**config.mk**
```make
export PLATFORM = sky130hd
export DESIGN_NAME = ws281x_ctrl
export DESIGN_NICKNAME = d
export VERILOG_FILES = /design/src/rtl/ws281x_ctrl.sv
export SDC_FILE = /design/constraint.sdc
export NUM_CORES = 1
export LEC_CHECK = 0
export CAP_MARGIN = 5
export CORE_MARGIN = 2
export CORE_UTILIZATION = 30
export CTS_BUF_LIST = sky130_fd_sc_hd__clkbuf_8
export CTS_CLUSTER_SIZE = 40
export DETAILED_ROUTE_END_ITERATION = 12
export SLEW_MARGIN = 10
export SYNTH_ARGS = -nofsm -noshare
export SYNTH_HDL_FRONTEND = slang
export SYNTH_SLANG_ARGS = --single-unit
export TNS_END_PERCENT = 20
```
**constraint.sdc**
```tcl
create_clock -name clk_i -period 16.8 [get_ports clk_i]
set_input_delay 5.04 -clock clk_i [delete_from_list [all_inputs] [get_ports clk_i]]
set_output_delay 5.04 -clock clk_i [all_outputs]
set_load 0.03 [all_outputs]
```
**src/rtl/ws281x_ctrl.sv**
```systemverilog
// rtl/ws281x_ctrl.sv - WS281x frame sequencer: pixel fetch, bit serializer, latch period
//
// Reads pixels from a 24-bit pixel RAM, serializes each MSB-first as a
// high/low waveform using T0/T1 cycle counts, then holds the line for a
// latch period and pulses done_o.
// Build macro WS281X_CTRL_DOUT_INV_EN: when defined, dout_o is driven inverted.
//
// Ports:
//   clk_i, rst_i            clock, asynchronous active-high reset
//   start_i                 frame start pulse, accepted only while idle
//   pix_cnt_i               pixels per frame (sampled on start, clamped to 2^ADDR_W)
//   rst_cnt_i               latch low cycles (sampled on start, 0 acts as 1)
//   t0h_cnt_i, t0s_cnt_i    '0' bit high cycles / period cycles
//   t1h_cnt_i, t1s_cnt_i    '1' bit high cycles / period cycles
//   rd_en_o, rd_addr_o      pixel RAM read strobe / address
//   rd_data_i               pixel RAM data, valid one cycle after rd_en_o
//   dout_o                  LED data line
//   busy_o, done_o          frame in progress / one-cycle completion pulse
module ws281x_ctrl #(
  parameter int ADDR_W = 8
) (
  input  logic              clk_i,
  input  logic              rst_i,
  input  logic              start_i,
  input  logic [ADDR_W:0]   pix_cnt_i,
  input  logic [7:0]        t0h_cnt_i,
  input  logic [7:0]        t0s_cnt_i,
  input  logic [7:0]        t1h_cnt_i,
  input  logic [7:0]        t1s_cnt_i,
  input  logic [15:0]       rst_cnt_i,
  output logic              rd_en_o,
  output logic [ADDR_W-1:0] rd_addr_o,
  input  logic [23:0]       rd_data_i,
  output logic              dout_o,
  output logic              busy_o,
  output logic              done_o
);

  localparam logic [ADDR_W:0] MAX_PIX = {1'b1, {ADDR_W{1'b0}}};
  localparam logic [ADDR_W:0] PIX_ONE = {{ADDR_W{1'b0}}, 1'b1};
`ifdef WS281X_CTRL_DOUT_INV_EN
  localparam logic DOUT_INV = 1'b1;
`else
  localparam logic DOUT_INV = 1'b0;
`endif

  typedef enum logic [2:0] {S_IDLE, S_FETCH, S_WAIT, S_BIT, S_LATCH} state_t;
  state_t r_state, w_state_nxt;

  logic [ADDR_W:0]   r_npix, r_pix;
  logic [15:0]       r_rcnt, r_lcnt;
  logic [22:0]       r_shift;      // bits of the current pixel not yet started
  logic [23:0]       r_shadow;     // prefetched next pixel
  logic              r_pend;       // RAM data arrives this cycle
  logic [4:0]        r_bit;
  logic [7:0]        r_cnt;        // cycle index within current bit
  logic [8:0]        r_th, r_p;    // high cycles / period of current bit
  logic              r_rd_en, r_dout, r_busy, r_done;
  logic [ADDR_W-1:0] r_rd_addr;

  logic              w_start, w_bit_end, w_last_bit, w_more, w_sel_bit;
  logic [ADDR_W:0]   w_pix_nxt, w_npix_eff;
  logic [15:0]       w_rst_eff, w_lcnt_nxt;
  logic [23:0]       w_next_pix;
  logic [7:0]        w_th_raw, w_ts_raw;
  logic [8:0]        w_th_sel, w_ts_sel, w_p_sel;
  logic              w_rd_en_nxt, w_dout_nxt, w_busy_nxt, w_done_nxt;
  logic [ADDR_W-1:0] w_rd_addr_nxt;

  assign w_start    = (r_state == S_IDLE) && start_i;
  assign w_npix_eff = (pix_cnt_i > MAX_PIX) ? MAX_PIX : pix_cnt_i;
  assign w_rst_eff  = (rst_cnt_i == 16'd0) ? 16'd1 : rst_cnt_i;
  assign w_bit_end  = (r_state == S_BIT) && ({1'b0, r_cnt} == (r_p - 9'd1));
  assign w_last_bit = (r_bit == 5'd0);
  assign w_pix_nxt  = r_pix + PIX_ONE;
  assign w_more     = (w_pix_nxt < r_npix);
  // With a 2-cycle last bit the prefetched word lands on the pixel boundary
  // itself, so it must bypass the shadow register.
  assign w_next_pix = r_pend ? rd_data_i : r_shadow;

  // Value of the bit about to start; its timing is latched at that edge.
  always_comb begin
    w_sel_bit = r_shift[22];
    if (r_state == S_WAIT)
      w_sel_bit = rd_data_i[23];
    else if (w_last_bit)
      w_sel_bit = w_next_pix[23];
  end

  assign w_th_raw = w_sel_bit ? t1h_cnt_i : t0h_cnt_i;
  assign w_ts_raw = w_sel_bit ? t1s_cnt_i : t0s_cnt_i;
  assign w_th_sel = (w_th_raw == 8'd0) ? 9'd1 : {1'b0, w_th_raw};
  assign w_ts_sel = {1'b0, w_ts_raw};
  // Period always leaves at least one low cycle.
  assign w_p_sel  = (w_ts_sel > w_th_sel) ? w_ts_sel : (w_th_sel + 9'd1);

  always_ff @(posedge clk_i or posedge rst_i) begin
    if (rst_i) r_state <= S_IDLE;
    else       r_state <= w_state_nxt;
  end

  always_comb begin
    w_state_nxt = r_state;
    case (r_state)
      S_IDLE:  if (start_i) w_state_nxt = (pix_cnt_i == '0) ? S_LATCH : S_FETCH;
      S_FETCH: w_state_nxt = S_WAIT;
      S_WAIT:  w_state_nxt = S_BIT;
      S_BIT:   if (w_bit_end && w_last_bit && !w_more) w_state_nxt = S_LATCH;
      S_LATCH: if (r_lcnt == 16'd1) w_state_nxt = S_IDLE;
      default: w_state_nxt = S_IDLE;
    endcase
  end

  // Next values of the registered outputs.
  always_comb begin
    w_rd_en_nxt   = 1'b0;
    w_rd_addr_nxt = r_rd_addr;
    w_dout_nxt    = 1'b0;
    w_lcnt_nxt    = r_lcnt;
    case (r_state)
      S_IDLE: begin
        if (w_start && (pix_cnt_i != '0)) begin
          w_rd_en_nxt   = 1'b1;
          w_rd_addr_nxt = '0;
        end
        if (w_start) w_lcnt_nxt = w_rst_eff;
      end
      S_WAIT: w_dout_nxt = 1'b1;
      S_BIT: begin
        if (!w_bit_end) begin
          w_dout_nxt = (({1'b0, r_cnt} + 9'd1) < r_th);
        end else begin
          w_dout_nxt = !w_last_bit || w_more;
          if (w_last_bit && !w_more) w_lcnt_nxt = r_rcnt;
        end
        // Prefetch as the last bit of this pixel starts.
        if (w_bit_end && (r_bit == 5'd1) && w_more) begin
          w_rd_en_nxt   = 1'b1;
          w_rd_addr_nxt = w_pix_nxt[ADDR_W-1:0];
        end
      end
      S_LATCH: w_lcnt_nxt = r_lcnt - 16'd1;
      default: ;
    endcase
    w_busy_nxt = (w_state_nxt != S_IDLE);
    w_done_nxt = (w_state_nxt == S_LATCH) && (w_lcnt_nxt == 16'd1);
  end

  always_ff @(posedge clk_i or posedge rst_i) begin
    if (rst_i) begin
      r_rd_en   <= 1'b0;
      r_rd_addr <= '0;
      r_dout    <= DOUT_INV;
      r_busy    <= 1'b0;
      r_done    <= 1'b0;
    end else begin
      r_rd_en   <= w_rd_en_nxt;
      r_rd_addr <= w_rd_addr_nxt;
      r_dout    <= w_dout_nxt ^ DOUT_INV;
      r_busy    <= w_busy_nxt;
      r_done    <= w_done_nxt;
    end
  end

  always_ff @(posedge clk_i or posedge rst_i) begin
    if (rst_i) begin
      r_npix   <= '0;
      r_pix    <= '0;
      r_rcnt   <= 16'd0;
      r_lcnt   <= 16'd0;
      r_shift  <= '0;
      r_shadow <= '0;
      r_pend   <= 1'b0;
      r_bit    <= 5'd0;
      r_cnt    <= 8'd0;
      r_th     <= 9'd0;
      r_p      <= 9'd0;
    end else begin
      r_lcnt <= w_lcnt_nxt;
      r_pend <= r_rd_en;
      if (r_pend) r_shadow <= rd_data_i;
      if (w_start) begin
        r_npix <= w_npix_eff;
        r_rcnt <= w_rst_eff;
        r_pix  <= '0;
      end
      if (r_state == S_WAIT) begin
        r_shift <= rd_data_i[22:0];
        r_bit   <= 5'd23;
        r_cnt   <= 8'd0;
        r_th    <= w_th_sel;
        r_p     <= w_p_sel;
      end else if (r_state == S_BIT) begin
        if (!w_bit_end) begin
          r_cnt <= r_cnt + 8'd1;
        end else if (!w_last_bit) begin
          r_shift <= {r_shift[21:0], 1'b0};
          r_bit   <= r_bit - 5'd1;
          r_cnt   <= 8'd0;
          r_th    <= w_th_sel;
          r_p     <= w_p_sel;
        end else if (w_more) begin
          r_pix   <= w_pix_nxt;
          r_shift <= w_next_pix[22:0];
          r_bit   <= 5'd23;
          r_cnt   <= 8'd0;
          r_th    <= w_th_sel;
          r_p     <= w_p_sel;
        end
      end
    end
  end

  assign rd_en_o   = r_rd_en;
  assign rd_addr_o = r_rd_addr;
  assign dout_o    = r_dout;
  assign busy_o    = r_busy;
  assign done_o    = r_done;

endmodule

```
==> metrics.md <==
| Metric | Value |
|---|---|
| Status | finished, final reports clean |
| Largest net degree at the start of global routing | between 70 and 80 |
| Routability-driven placement congestion ratio | between 0.8 and 0.9 |
| DR iter-0 viols | ~490 |
| Worst Setup Start Kind | input port |
| Total global routing overflow | 0 |
| Synth cell types | a little under 70 |
| Final-report hold violation count | 0 |
| Crit Path Class | in -> reg |
| RSZ-0062 raised after global routing | false |
| Die extent in x | about 170 µm |
| Total CTS buffers | 17 |
| Post-synthesis async set-or-reset flop share | 1.00 |
| Slew headroom | 0.348 |
| Number of detailed-route iterations in the first pass | 5 |
| CP required | about 17 ns |
| Die area | about 30000 µm² |
| Maximum VDD drop | around 0.00007 V |
| Final ANT Viol Nets | 0 |
| DR vias/cell | between 5 and 6 |
| Worst reg2reg path depth | 16 |
| PostCTS Resize Cnt | 0 |
| Clock Path Buffers | 2 |
| Hold WC Path Type | reg -> reg |
| CTS tree | done |
| Clk slew on worst S/H paths | ~0.10 ns |
| Area after DPL | slightly below 10000 µm² |
| Via count | roughly 7100 |
| Fmax | 106 MHz |
| # diodes | 0 |
| P per Cell Area | between 100 and 150 nW/µm² |
| Post-CTS Setup Bufs | 0 |
| Worst path max stage delay | 0.69 ns |
| Final worst path period need | approximately 9.4 ns |
| Leakage Power | 4.35 nW |
| Post-route DRC | 0 |
| Worst-skew pair later-pin latency | about 0.46 ns |
| Avg Cell Area, Syn | between 9 and 10 µm² |
| Cell Area, Synth | 8470 µm² |
| Initial core utilization | 0.305 |
| Total GRT Usage | 0.154 |
| Number of global-route vias before repair | between 6000 and 7000 |
| Initial antenna violation count | 0 |
| CP endpoint kind | flip-flop |
| CORE AREA | ~28000 µm² |
| Fraction of the cycle the final worst path needs | 0.561 |
| CTS sink count | ~140 |
| Setup tns final | 0 ns |
| Leading register cell type out of synthesis | dfrtp_1 |
| Standard-cell rows | 61 |
| Max-slew violation total from the final report | 0 |
| Number of max-cap violations | 0 |
| Crit path max fanout | 17 |
| GR Util met2 | 0.247 |
| Layout cells sized above 1 | 0.119 |
| WL final | about 22 mm |
| CTS Hold Buffers Added | 0 |
| Post-synthesis sequential area ratio | 0.423 |
| Syn. warnings | 0 |
| Worst hold slack | 0.375 ns |
| Avg WL per Cell | roughly 16 µm |
| Die H | between 150 and 200 µm |
| Met1 Track Usage GR | 0.215 |
| Global-route wire length before repair | ~36 mm |
| Setup-failing EPs final | 0 |
| Post-DP HPWL | between 15 and 20 mm |
| CTS H-tree depth | 4 |
| # nets final | about 1100 |
| Tightest Pin Transition | between 0.9 and 1 ns |
| Worst-path cell chain | clkdlybuf4s50_1 -> mux2_4 -> mux2_2 -> mux2i_4 -> mux2i_1 -> nand3_1 -> o21ai_1 -> ha_1 -> nor2b_1 -> o21a_1 -> o21ai_0 -> nand2b_1 -> a21oi_1 -> o21ai_0 -> o21ai_1 -> mux2_2 -> o21ai_1 |
| Routing usage on met3 | 0.0272 |
| Slowest CP cell | mux2i_1 |
| Post-Syn Nets | between 1000 and 1500 |
| Fin Clk Skew | about 0.018 ns |
| Cell area after layout | 10200 µm² |
| Layout area overhead | 20.4% |
| Mapped Cells | between 900 and 1000 |
| Root Driver | clkbuf_8 |
| Synth Register Bits | about 140 |
| Post-synth EDFFs | 0 |
| Worst Path Arrival | between 9 and 10 ns |
| I/O pin cnt | 96 |
| Number of port buffers | 95 |
| Global routing's busiest layer | met2 |
| Hold path depth | 0 |
| Crit path top cell by count | o21ai_1 |
==> flip-flops by register name (all words and copies together) (netlist names), 5 cells and up <==
| signal | count |
|---|---|
| r_bit | 5 |
| r_shift | 23 |
| rd_addr_o | 8 |
| r_shadow | 24 |
| r_p | 9 |
| r_npix | 9 |
| r_lcnt | 16 |
| r_rcnt | 16 |
| r_cnt | 8 |
| r_pix | 9 |
| r_th | 8 |
==> stage by stage <==
step                std cells  utilization  worst slack, ns  power, W
floorplan                 931            -             7.92  0.000917
global placement         1362        0.351             7.01   0.00104
detailed placement       1362        0.351             6.89   0.00105
CTS                      1394        0.367             7.39   0.00138
global route             1394        0.367             7.03   0.00147
finish                   1394        0.367             7.38   0.00137
==> cells in the final DEF, fill, tap and decap left out, drive strengths merged, types with 5 or more instances in the layout <==
cell type and count:
o21ai 66, nand2 117, clkdlybuf4s50 95, a211oi 6, nor3 19, mux2 36
clkinv 6, a21oi 46, a21boi 5, xor2 18, inv 39, o211ai 26
or2 25, nor2 77, and3 8, ha 31, nand3b 9, o21a 6
xnor2 19, nand4 5, a2bb2oi 10, nor4b 7, dfrtp 143, clkbuf 17
mux2i 21, o31ai 5, a31oi 23, buf 11, nand2b 9, nand3 43
nor4 13
==> worst paths after layout <==
path	from	slack [ns]	end
min in group asynchronous	rst_i	5.05	r_shadow[17]
setup reg to reg	r_state[2]	11.06	r_p[0]
hold / removal	rd_en_o	0.37	r_pend
max in group asynchronous	rst_i	10.29	r_npix[0]
setup / recovery	rd_data_i[23]	7.38	r_p[0]
hold reg to reg	rd_en_o	0.37	r_pend
==> Yosys cell counts, drive strengths merged, types with 2 or more instances <==
library cell | n | area, µm²
xor2 | 18 | 158
a21oi | 46 | 230
nor4b | 7 | 82.6
inv | 34 | 128
nand3 | 43 | 215
nand3b | 9 | 67.6
nor3b | 4 | 35.0
nand2 | 117 | 439
and2 | 2 | 12.5
a32o | 4 | 40.0
nand4 | 5 | 31.3
nor4 | 13 | 111
and3 | 8 | 50.1
o211ai | 26 | 195
o22ai | 4 | 25.0
a211oi | 6 | 50.1
a31oi | 23 | 144
or3b | 3 | 26.3
xnor2 | 19 | 166
nor2b | 3 | 18.8
clkbuf | 41 | 155
ha | 31 | 388
buf | 12 | 86.3
o2111ai | 2 | 23.8
a31o | 4 | 35.0
a21o | 4 | 30.0
a21boi | 5 | 37.5
nor3 | 19 | 100
dfrtp | 143 | 3580
or2 | 25 | 156
o21ai | 66 | 330
a2bb2oi | 10 | 87.6
or4 | 3 | 22.5
mux2i | 21 | 223
o21a | 6 | 45.0
or3 | 4 | 25.0
nor2 | 77 | 289
nand2b | 9 | 56.3
mux2 | 36 | 409
o31ai | 5 | 37.5
==> where the power goes <==
part	internal, W	switching, W	total (W)	leakage (nW)
Combinational	0.000246	0.000264	0.000510	2.44
Clock	0.000165	0.000150	0.000315	0.228
Sequential	0.000440	0.000101	0.000541	1.69
==> critical path: cells and delay by family <==
kind,cells,cell delay [ns]
compound gates,7,1.50
fa+ha+maj,1,0.21
buf+inv,1,0.46
mux,5,2.27
simple gates,3,0.29
==> routing by layer <==
layer  part of all wire  vias to the layer above
li1                   -                     3455
met1               0.48                     3476
met2               0.46                      166
met3              0.045                       17
met4              0.011                        0
met5                  0                        -
==> layout make-up <==
type                    count  area [µm²]
well taps                 378         473
multi-input cells         701        4530
fillers                  2862       17600
flip-flops and latches    143        3580
clock buffers              17         234
repair buffers            106        1030
clock inverters            15         210
inverters                  34         133
==> cell families after synthesis <==
| logic type | after synthesis | share of synthesized area |
|---|---|---|
| AO/OA/AOI/OAI | 221 | 0.166 |
| XOR/XNOR | 37 | 0.0383 |
| adder cells (fa/ha/maj) | 31 | 0.0458 |
| buffers and inverters | 87 | 0.0436 |
| flip-flops | 143 | 0.423 |
| multiplexers | 57 | 0.0746 |
| AND/OR/NAND/NOR | 355 | 0.209 |
(Power assumes the default switching activity.)
